**config.mk**
```make
export PLATFORM = sky130hd
export DESIGN_NAME = light_mode_ctrl
export DESIGN_NICKNAME = d
export VERILOG_FILES = /design/src/rtl/light_stand_pkg.sv /design/src/rtl/light_mode_ctrl_btn_debounce.sv /design/src/rtl/light_mode_ctrl.sv
export SDC_FILE = /design/constraint.sdc
export NUM_CORES = 1
export LEC_CHECK = 0
export BUFFER_PORTS_ARGS = -buffer_cell sky130_fd_sc_hd__buf_4
export CAP_MARGIN = 20
export CORE_UTILIZATION = 45
export DETAILED_ROUTE_END_ITERATION = 16
export PLACE_DENSITY = 0.66
export SETUP_SLACK_MARGIN = 0.5
export SLEW_MARGIN = 20
export SYNTH_ARGS = -nofsm -noshare
export SYNTH_HDL_FRONTEND = slang
export SYNTH_SLANG_ARGS = --single-unit
```
**constraint.sdc**
```tcl
create_clock -name i_clk -period 3.67 [get_ports i_clk]
set_clock_uncertainty 0.1 [all_clocks]
set_input_delay 0.734 -clock i_clk [delete_from_list [all_inputs] [get_ports i_clk]]
set_output_delay 0.734 -clock i_clk [all_outputs]
set_load 0.01 [all_outputs]
```
**src/rtl/light_stand_pkg.sv**
```systemverilog
// Shared constants for the light stand: mode/select codes, channel count and PWM duty helper.
package light_stand_pkg;

    localparam int unsigned SEL_W  = 3;
    localparam int unsigned NUM_CH = 4;

    // Mode codes double as the mux select decode.
    localparam logic [SEL_W-1:0] S_OFF = 3'd0;
    localparam logic [SEL_W-1:0] S_L1  = 3'd1;
    localparam logic [SEL_W-1:0] S_L2  = 3'd2;
    localparam logic [SEL_W-1:0] S_L3  = 3'd3;
    localparam logic [SEL_W-1:0] S_L4  = 3'd4;

    // Duty threshold for channel k: floor(period*(k+1)/4) counts high per period.
    function automatic int unsigned duty_threshold(input int unsigned period,
                                                   input int unsigned k);
        return (period * (k + 32'd1)) / 32'd4;
    endfunction

endpackage

```
**src/rtl/light_mode_ctrl_btn_debounce.sv**
```systemverilog
// Push-button conditioner: 2-FF synchroniser, counter-based debounce and press-edge detect.
//   i_clk    system clock
//   i_reset  synchronous active-high reset
//   i_btn    raw asynchronous button, high = pressed
//   o_level  debounced button level (registered)
//   o_press  one-cycle pulse on a debounced rising edge (combinational from flops)
module btn_debounce #(
    parameter int unsigned DEBOUNCE_CYCLES = 1_000_000
) (
    input  logic i_clk,
    input  logic i_reset,
    input  logic i_btn,
    output logic o_level,
    output logic o_press
);

    localparam int unsigned CNT_W = 32;

    logic             sync1;
    logic             sync2;
    logic             level_q;
    logic [CNT_W-1:0] dcnt;

    // Synchroniser, debounce counter and delayed level for edge detection.
    always_ff @(posedge i_clk) begin
        if (i_reset) begin
            sync1   <= 1'b0;
            sync2   <= 1'b0;
            o_level <= 1'b0;
            level_q <= 1'b0;
            dcnt    <= '0;
        end else begin
            sync1   <= i_btn;
            sync2   <= sync1;
            level_q <= o_level;
            if (sync2 == o_level) begin
                dcnt <= '0;
            end else if (dcnt == CNT_W'(DEBOUNCE_CYCLES - 1)) begin
                o_level <= sync2;
                dcnt    <= '0;
            end else begin
                dcnt <= dcnt + CNT_W'(1);
            end
        end
    end

    // Derived purely from flops; registering it would add a cycle of press latency.
    assign o_press = o_level & ~level_q;

endmodule

```
**src/rtl/light_mode_ctrl.sv**
```systemverilog
// Light-stand mode controller: debounced button steps OFF->L1..L4->OFF, plus four
// free-running PWM channels with duty (k+1)/4 feeding the select mux.
//   i_clk    system clock
//   i_reset  synchronous active-high reset
//   i_btn    raw asynchronous button, high = pressed
//   o_sel    registered mode / mux select (000 OFF .. 100 L4)
//   o_pwm    registered PWM channels, o_pwm[k] duty (k+1)/4
module light_mode_ctrl
    import light_stand_pkg::*;
#(
    parameter int unsigned DEBOUNCE_CYCLES = 1_000_000,
    parameter int unsigned PWM_PERIOD      = 100
) (
    input  logic              i_clk,
    input  logic              i_reset,
    input  logic              i_btn,
    output logic [SEL_W-1:0]  o_sel,
    output logic [NUM_CH-1:0] o_pwm
);

    localparam int unsigned PCNT_W = $clog2(PWM_PERIOD);

    logic              press;
    logic [PCNT_W-1:0] pcnt;

    btn_debounce #(
        .DEBOUNCE_CYCLES(DEBOUNCE_CYCLES)
    ) u_btn_debounce (
        .i_clk   (i_clk),
        .i_reset (i_reset),
        .i_btn   (i_btn),
        .o_level (),
        .o_press (press)
    );

    // Mode FSM; the state register is the select output, illegal codes recover to OFF.
    always_ff @(posedge i_clk) begin
        if (i_reset) begin
            o_sel <= S_OFF;
        end else begin
            case (o_sel)
                S_OFF:   if (press) o_sel <= S_L1;
                S_L1:    if (press) o_sel <= S_L2;
                S_L2:    if (press) o_sel <= S_L3;
                S_L3:    if (press) o_sel <= S_L4;
                S_L4:    if (press) o_sel <= S_OFF;
                default: o_sel <= S_OFF;
            endcase
        end
    end

    // Free-running PWM counter and registered duty comparators.
    always_ff @(posedge i_clk) begin
        if (i_reset) begin
            pcnt  <= '0;
            o_pwm <= '0;
        end else begin
            if (pcnt == PCNT_W'(PWM_PERIOD - 1)) begin
                pcnt <= '0;
            end else begin
                pcnt <= pcnt + PCNT_W'(1);
            end
            for (int unsigned k = 0; k < NUM_CH; k++) begin
                o_pwm[k] <= (32'(pcnt) < duty_threshold(PWM_PERIOD, k));
            end
        end
    end

endmodule

```
-- After elaboration in Yosys (flattened, before gate mapping)
Index checks and enable logic that the tools add are counted.
- register bits after elaboration: 50
- bits in latches: 0
- RAM bits: 0
- bits in read-only memories: 0
- input bits: 3
- word-level logic and storage cells: 40
- memories kept: 0
- add/subtract/negate cells: 2
- multiply operators: 0
- divide/modulo/power cells: 0
- order comparisons: 4
- eq/ne operators: 12
- shift-type cells: 0
- multiplexer cells: 6
- bitwise gates (word level): 3
- reductions and logical operators: 5
- operators by type and width (operator ; count):
    32-bit by 1-bit adder with 32-bit output (second input constant) ; 1
    32-bit by 20-bit == test with 1-bit output (second input constant) ; 1
    3-bit 2-to-1 mux ; 5
    3-bit one-hot mux with 5 select lines ; 1
    7-bit less-than comparator (second input constant) ; 2
    2-bit != test (second input constant) ; 5
    7-bit by 1-bit adder with 7-bit output (second input constant) ; 1
    7-bit == test (second input constant) ; 1
    7-bit by 5-bit less-than comparator with 1-bit output (second input constant) ; 1
    7-bit by 6-bit less-than comparator with 1-bit output (second input constant) ; 1
    3-bit by 2-bit == test with 1-bit output (second input constant) ; 2
    5-bit AND reduction ; 1
    3-bit by 1-bit == test with 1-bit output (second input constant) ; 1
    3-bit == test (second input constant) ; 1
    3-bit zero test ; 1
    3-bit OR reduction ; 1
    1-bit inverter ; 2
    2-bit AND reduction ; 1
    2-bit OR reduction ; 1
    1-bit bitwise AND ; 1
    1-bit == test ; 1

-- Depth between registers and ports, before layout
Gate-level depths: netlist of run 1.
- depth after elaboration: 4
- depth in mapped cells: 6
- gate-level depth less buffers: 5

-- Modules after synthesis
A second synthesis of run 1 with hierarchy kept.
- cells, all modules: 233
- area total of the unflattened synthesis: 2175.8 um^2
- modules (own cells, without submodules) (module ; instances ; cells each ; area an instance (um^2)):
    btn_debounce ; 1 ; 175 ; 1611.5
    light_mode_ctrl ; 1 ; 58 ; 564.3

-- Worst setup path before layout of run 1
No wires, ideal clock.
- path kind: register -> register
- start point: register u_btn_debounce.dcnt[0]
- end point: register u_btn_debounce.dcnt[22]
- setup time: 0.070 ns
- arrival: 1.951 ns
- required time: 3.500 ns
- path slack: 1.549 ns
- stages on the path, launching flop included: 7
- path buffers: 1
- path through: dfxtp_1 -> ha_1 -> nand2_1 -> or4_1 -> clkbuf_2 -> or4_1 -> a21oi_1
- longest elaborated chain between the ends: 2
- elaborated cells on any way between the ends: 3
- RTL lines (item ; RTL line ; source):
    from (decl) ; light_mode_ctrl_btn_debounce.sv:22 ; logic [CNT_W-1:0] dcnt;
    from (signal assigned) ; light_mode_ctrl_btn_debounce.sv:42 ; dcnt <= dcnt + CNT_W'(1);
    branches (longest 2 deep; another with 32-bit by 1-bit adder with 32-bit output) ; n/a ;
Several ways; the timed one is not identified.
A chain may end at the register's enable or synchronous reset.

-- Final worst setup path of run 1
- start point: register u_btn_debounce.dcnt[0]
- end point: register u_btn_debounce.dcnt[4]
The elaborated chain is that of the path after synthesis.

==> results by stage, run 1 <==
Yosys:
- The number of instances in the synthesized netlist is between 200 and 250.
- The total nets after synthesis is 254.
- In the synthesized netlist the dominant register cell turns out to be dfxtp_1.
- Of all flip-flops after synthesis, the portion carrying an async set or reset was 0%.
- Yosys mapped a number of flops with a built-in enable equal to 0.
- The average instance in the mapped netlist occupies around 9 um2.
- The number of warning messages in the yosys log is 0.
- The post-synthesis sequential element count is 50.
- Ranked by total cell area, the synthesized netlist is headed by dfxtp_1 45%, a21oi_1 5.2%, or4_1 4.1%, xnor2_1 4.0%, nor2_1 3.9%.
- The number of unique standard cell types used by synthesis is 35.
- In this run the cell area of the synthesized design comes to 0.002210 mm2.
- The largest total area in the synthesized netlist belongs to dfxtp_1.
- The sequential cell area fraction in the yosys report is 45.30%.
- The synthesized design devotes to its leading area cell type 45.30% of total area.
- The most used standard cell by instance count after synthesis is dfxtp_1.
- Counting instances in the post-synthesis netlist gives the leading cell types as 50 x dfxtp_1, 23 x a21oi_1, 23 x nor2_1.

Place:
- At the placement stage, the worst setup path has a slack of roughly 1200 ps.
- The number of buffer cells added on primary ports is 9.
- The HPWL reported at the end of detailed placement is 2958 um.
- The placer congestion estimate is 0.8561.

Clock tree:
- The tree is rooted in a clkbuf_8.
- Hold repair after CTS inserted 0 buffers.
- The post-cts sizing count is 0.
- The clock passes through at most 2 buffers.
- The clock drives 50 sinks.
- The H-tree generated during clock tree synthesis spans 2 levels.
- The count of buffers added by post-CTS timing repair for setup is 0.
- The clock latency on the worst-skew pair is 300 ps.
- The number of buffers created by CTS is 5.
- TritonCTS built the clock tree.
- The clock slew at the register clock pins of the worst setup and hold paths is 90 ps.

Detailed routing:
- Dividing the detail-routed via count by the number of cells gives 5.551.
- The violation count after the first detailed-route iteration is around 100.
- Dividing the detail-routed wire length by the instance count gives around 13 um.
- Once detail routing completed, the nets flagged for antenna violations numbered 0.
- In the routed design, unresolved DRC markers number 0.
- The routed design uses 84 um of met3 wire.
- Detailed routing inserted a total of about 1800 vias.
- The iteration count of the initial detailed-routing pass is 4.
- The total routed wirelength is 4275 um.
- The highest signal layer in the routed design is met4.
- In the detailed route, the total length drawn on met2 is slightly above 2000 um.
- After detailed routing, the wire length on met1 is 2081 um.

Pwr:
- Across the VDD grid, the largest voltage drop is 0.1814 mV.
- The leakage power is between 0.7 and 0.8 nW.
- The ratio of total power to cell area is 395.1 mW/mm2.

Outcome:
- The flow ran to the end, and the final reports show no timing, DRC or antenna violations.

Worst setup path:
- Data on the critical path arrives at its endpoint at ~2600 ps.
- The kind of critical path is register to register.
- For the worst setup path, the data required time is 3760 ps.
- STA classifies the critical path startpoint as a register.
- The worst setup path is captured at a register.
- The path depth of the worst reg2reg path is 6.
- The maximum net fanout on the critical path is 19.
- The setup check on the worst reg-to-reg path leaves a slack of 1190 ps.

Floorplanning:
- The starting density of the core is between 40% and 50%.
- The die is 72.08 um wide.
- The site row count is 25.
- The die covers 0.005195 mm2.
- The chip height is a little over 70 um.
- The number of top-level pins is 10.
- After floorplanning, the core was sized to cover ~0.0047 mm2.

Global route:
- The initial antenna violation count is 0.
- The pin count of the biggest net entering global routing is 21.
- Global routing consumed, over all layers together, 17.55% of the routing resources.
- The first global-routing pass estimated 7293 um of wire.
- The number of global-route vias before repair is 1681.
- For this run the aggregate overflow at the end of global routing stands at 0.

Flow run:
- Max-cap violations in this run came to 0.

STA:
- The maximum clock frequency is 402.9 MHz.
- The final number of hold-violating endpoints is 0.
- The setup-violating endpoint count in the final report is 0.
- The total negative slack for setup checks is 0 ps.
- The max-slew violation count is 0.
- After layout, the worst path uses 67.63% of the clock period.
- The slack of the critical path is about 1200 ps.
- For the pin with the worst max-slew slack, the measured transition is 527.2 ps.
- The worst path needs 2482 ps of the cycle, external delays included.
- Setup repair after global routing left no endpoint under its margin.
- Measured against its own limit, the worst slew margin works out to 64.83%.

Final layout:
- The area taken by multi-input logic gates is 0.001147 mm2.
- For this run, the post-layout net count is 262.
- The sequential cells in the finished layout cover a total of 0.001001 mm2.
- The layout has 460 filler cells.
- 0 antenna diodes ended up in the layout.
- Relative to the synthesized area, the layout overhead comes to 10.53%.
- The fraction of layout instances using a drive strength above 1 is 8.915%.

Hold path:
- The type of the worst min-delay path is register to register.
- Along the worst hold path, the cell count comes to 1.
power breakdown:
group          total [mW]  internal (mW)  switching (mW)
sequential          0.554          0.549         0.00539
combinational      0.0235         0.0109          0.0126
clock               0.387          0.204           0.183
total               0.965          0.764           0.201
flip-flops by register name, indices dropped and copies added, names as in the netlist:
register	flops
o_pwm	4
o_sel	3
pcnt	7
u_btn_debounce.dcnt	32
u_btn_debounce.level_q	1
u_btn_debounce.o_level	1
u_btn_debounce.sync1	1
u_btn_debounce.sync2	1
critical path, cell delays in order (launching register included):
cell       delay, ps
dfxtp_1          400
ha_1             300
nand4bb_1        120
or4_1            570
o21bai_2         460
buf_4            330
nor2_1            80
per-stage QoR:
stage	instances	area, um2	hold slack, ps	power [mW]	utilization, %
finish	325	2442	358.1	0.9649	51.71
global route	325	2442	369.2	1.007	51.71
CTS	325	2442	363.1	0.9788	51.71
detailed placement	317	2330	334.1	0.5906	49.32
global placement	317	2330	319.3	0.5904	49.32
floorplan	249	2210	313.8	0.5813	-
logic make-up (layout without fill, tap and decap cells):
| logic type | after synthesis | count (layout) | share of synthesized area [%] |
|---|---|---|---|
| AO/OA/AOI/OAI | 50 | 50 | 13.25 |
| XOR/XNOR | 18 | 18 | 7.135 |
| adder cells (fa/ha/maj) | 2 | 2 | 1.132 |
| buffers and inverters | 15 | 24 | 2.944 |
| flip-flops | 50 | 50 | 45.30 |
| AND/OR/NAND/NOR | 114 | 114 | 30.24 |
metal layers:
layer / track usage [%] / up-vias
li1: - / 930
met1: 21.65 / 851
met2: 30.22 / 17
met3: 3.750 / 6
met4: 6.100 / 0
met5: 0 / -
path summary, 6_finish.rpt:
kind	from	end
setup / recovery	u_btn_debounce.dcnt[0]$_SDFF_PP0_	u_btn_debounce.dcnt[4]$_SDFF_PP0_
hold / removal	u_btn_debounce.sync1$_SDFF_PP0_	u_btn_debounce.sync2$_SDFF_PP0_
setup reg to reg	u_btn_debounce.dcnt[0]$_SDFF_PP0_	u_btn_debounce.dcnt[4]$_SDFF_PP0_
hold reg to reg	u_btn_debounce.sync1$_SDFF_PP0_	u_btn_debounce.sync2$_SDFF_PP0_
placed cells by master (no fill, tap or decap), types with 2 or more instances in the layout:
cell type  synthesis  routed
nand2_1           11      11
and4_1             4       4
nor2_1            23      23
and3_1             5       5
nor3_1             7       7
nand3_1           14      14
dfxtp_1           50      50
nand4_1            7       7
o31ai_1           10      10
clkbuf_8           0       5
nand4b_1           2       2
a21oi_1           23      23
ha_1               2       2
buf_4              0      10
nor2b_1            4       4
xnor2_1           10      10
inv_1              6       6
or4_1             12      12
o21ai_0           11      11
xor2_1             8       8
nor4_1             5       5
nand4bb_1          2       2
or3_1             12      12
area by class of cell:
cell class	instances	share of cell area, %
multi-input cells	184	46.98
flip-flops and latches	50	40.98
well taps	67	3.432
repair buffers	10	3.074
clock buffers	5	2.818
clock inverters	3	1.793
inverters	6	0.9221
No activity file was read; power rests on OpenSTA's default activity.
==> run 2, diff against run 1 <==
- clock period: 3.67 -> 2.6 ns (I/O delays scaled with it)
==> results by stage, run 2 (synthesis results as in run 1) <==
Outcome:
- The run finished with clean final reports.

Global route:
- The leftover overflow at the end of global routing was 0 (unchanged).
- The number of global-route vias before repair came to 1692 (+0.65%).
- The wire length of the first global-routing pass is 7935 um (+8.8%).
- The pin count of the biggest net entering global routing is 31 (+48%).
- The initial antenna violation count is 0 (unchanged).
- The total global routing track utilization is 19.34% (+1.8 points).

Place:
- The worst setup slack after placement was 382.9 ps (-796.8 ps).
- The HPWL reported at the end of detailed placement is 2823 um (-4.6%).
- The cell area after placement is 0.002332 mm2 (+0.11%).
- The number of placed cells counting well taps is 317 (unchanged).
- The number of buffer cells added on primary ports was 9 (unchanged).
- The placer congestion estimate came to 0.8188 (-4.4%).

Final layout:
- The post-route standard cell area excluding fillers came to 0.002509 mm2 (+2.7%).
- The largest registers in the layout are u_btn_debounce.dcnt: 32 flops, pcnt: 7 flops, o_pwm: 4 flops.
- The antenna diode instance count came to 0 (unchanged).
- Compared with the post-synthesis result, the final layout area differs by 13.53%.
- The fraction of layout instances using a drive strength above 1 is 14.77% (+5.9 points).
- The fill cell total of the finished layout is 447 (-2.8%).
- The most common cell after layout, fill and taps aside is dfxtp_1.
- The post-layout net count is 268 (+2.3%).
- The number of flip-flops under the largest register name is 32 (unchanged).
- The count of placed standard cells in the final layout, fillers left out came to 331 (+1.8%).
- The register with the most flip-flops in the final layout is u_btn_debounce.dcnt.
- In the layout the commonest cells are 42 x dfxtp_1, 23 x a21oi_1, 23 x nor2_1, 14 x nand3_1, 14 x buf_4.

Flow run:
- The max-capacitance violation count came to 0 (unchanged).

Floorplanning:
- The number of top-level pins is 10 (unchanged).
- The site row count is 25 (unchanged).
- The core region area is 0.004723 mm2 (unchanged).
- The starting density of the core is 46.78% (unchanged).
- The die area is 0.005195 mm2 (unchanged).
- The chip height was 72.08 um (unchanged).
- The die extent in x is 72.08 um (unchanged).

Clock tree:
- The number of sinks driven by the clock tree came to 50 (unchanged).
- The clock root buffer is clkbuf_8.
- TritonCTS built the clock tree.
- The clock latency on the worst-skew pair came to 310 ps (about the same).
- The total number of H-tree levels was 2 (unchanged).
- The number of buffers created by CTS is 5 (unchanged).
- The number of buffers on the longest clock path is 2 (unchanged).
- The clock slew at the register clock pins of the worst setup and hold paths was 100 ps (about the same).

Detailed routing:
- The vias per cell is 5.526 (-0.45%).
- The iteration count of the initial detailed-routing pass is 4 (unchanged).
- The average wire per cell in the routed design is 13.36 um (+1.6%).
- The final antenna-violating net count is 0 (unchanged).
- The number of remaining DRC errors came to 0 (unchanged).
- The total routed wirelength was 4423 um (+3.5%).
- The total via count in the routed design is 1829 (+1.4%).
- The violation count after the first detailed-route iteration is 137 (+34%).

Pwr:
- The leakage power was 0.7932 nW (+2.5%).
- The ratio of total power to cell area is 516.0 mW/mm2 (+31%).
- The highest ir drop seen on vdd is 0.2078 mV (+15%).

Worst setup path:
- Among all stages on the critical path, the largest delay is contributed by or4_4.
- The flop-to-flop setup slack is 510 ps (-680 ps).
- The most critical setup path has its startpoint at u_btn_debounce.dcnt[7]$_SDFF_PP0_.
- The total buffers and inverters traversed by the critical path is 0 (-1).
- The maximum net fanout on the critical path is 10 (-9).
- The sort of element at the end of the critical path is a register.
- The path depth of the worst reg2reg path is 4 (-2).
- The arrival time of data at the critical path endpoint was 2220 ps (-350 ps).
- The worst endpoint required time is 2730 ps (-1030 ps).
- The total number of cells along the worst setup path is 4 (-2).
- The critical path's largest stage delay is 620 ps (+50 ps).
- The source of the worst register-to-register timing path is u_btn_debounce.dcnt[7]$_SDFF_PP0_.
- On the critical path the largest part of the delay comes from simple AND/OR/NAND/NOR gates.
- The endpoint of the worst setup timing path is u_btn_debounce.dcnt[31]$_SDFF_PP0_.
- STA classifies the critical path startpoint as a register.
- Traced cell by cell, the critical path runs through nand4_2, or4_4, or4_1, a21oi_1.
- The critical path is of the register to register type.
- The destination of the worst register-to-register timing path is u_btn_debounce.dcnt[31]$_SDFF_PP0_.

STA:
- The normalized max-slew margin came to 70.91% (+6.1 points).
- The max-slew violation count is 0 (unchanged).
- The setup-violating endpoint count in the final report was 0 (unchanged).
- The smallest hold slack is 316.3 ps (-41.75 ps).
- The total negative slack for setup checks came to 0 ps (unchanged).
- The maximum clock frequency is 479.0 MHz (+19%).
- The final worst-path cycle share is 80.29% (+13 points).
- Setup repair after global routing could not meet its margin everywhere.
- The final period demand of the worst path is 2088 ps (-394.4 ps).
- The slack of the critical path is 512.3 ps (-675.6 ps).
- The final number of hold-violating endpoints is 0 (unchanged).
- The actual transition at the worst max-transition pin came to 435.4 ps (-91.75 ps).

Hold path:
- The type of the worst min-delay path is primary input to register.
[run 2: cell count changes in the layout (fill, tap and decap cells not counted), sizes merged]
cell | previous run | this run
or4 | 13 | 14
buf | 10 | 15
bufinv | 1 | 0
clkinv | 1 | 2
[run 2: repair_timing]
action,CTS,global route
setup buffers,2,3
setup endpoints to repair,30,30
pin swaps,2,3
gates resized for setup,6,7
gates cloned,1,0
hold buffers,0,0
[run 2: worst reg2reg max path, delay by kind of cell, from the launching register on]
kind            cells  cell delay, ps
simple gates        3            1330
flops               1             400
compound gates      1             180
[run 2: worst min path at each step]
stage / startpoint / depth (start not counted) / slack [ps] / to
6_report: i_btn / 2 / 320 / u_btn_debounce.sync1$_SDFF_PP0_
5_1_grt: i_btn / 2 / 310 / u_btn_debounce.sync1$_SDFF_PP0_
4_1_cts: i_btn / 2 / 300 / u_btn_debounce.sync1$_SDFF_PP0_
3_5_place_dp: u_btn_debounce.sync1$_SDFF_PP0_ / 1 / 320 / u_btn_debounce.sync2$_SDFF_PP0_
3_3_place_gp: u_btn_debounce.sync1$_SDFF_PP0_ / 1 / 330 / u_btn_debounce.sync2$_SDFF_PP0_
2_1_floorplan: u_btn_debounce.sync1$_SDFF_PP0_ / 1 / 310 / u_btn_debounce.sync2$_SDFF_PP0_
[run 2: through the flow]
step / total power, mW / util [%]
floorplan: 0.8206 / -
global placement: 0.8333 / 49.38
detailed placement: 0.8341 / 49.38
CTS: 1.310 / 52.34
global route: 1.352 / 53.11
finish: 1.295 / 53.11
[run 2: report_power, final]
part	leakage, nW	internal (mW)	switching, mW	total, mW
Combinational	0.333	0.0158	0.0181	0.0340
Clock	0.0502	0.200	0.279	0.479
Sequential	0.410	0.774	0.00788	0.781
Total	0.793	0.989	0.305	1.29
[run 2: final cells by class]
cell class                 count  area, um2  share of cell area, %
inverter                       6      22.52                 0.8978
clock buffer                   5      68.82                  2.743
multi-input combinational    185       1175                  46.83
timing repair buffer          15      116.4                  4.638
tap                           67      83.83                  3.342
sequential                    50       1013                  40.40
clock inverter                 3      28.78                  1.147
[run 2: routing by layer]
layer	wire [um]	track usage [%]	up-vias
met3	137	4.028	5
li1	-	-	952
met5	0	0	-
met1	2258	26.61	843
met2	1962	29.28	29
met4	64	8.497	0
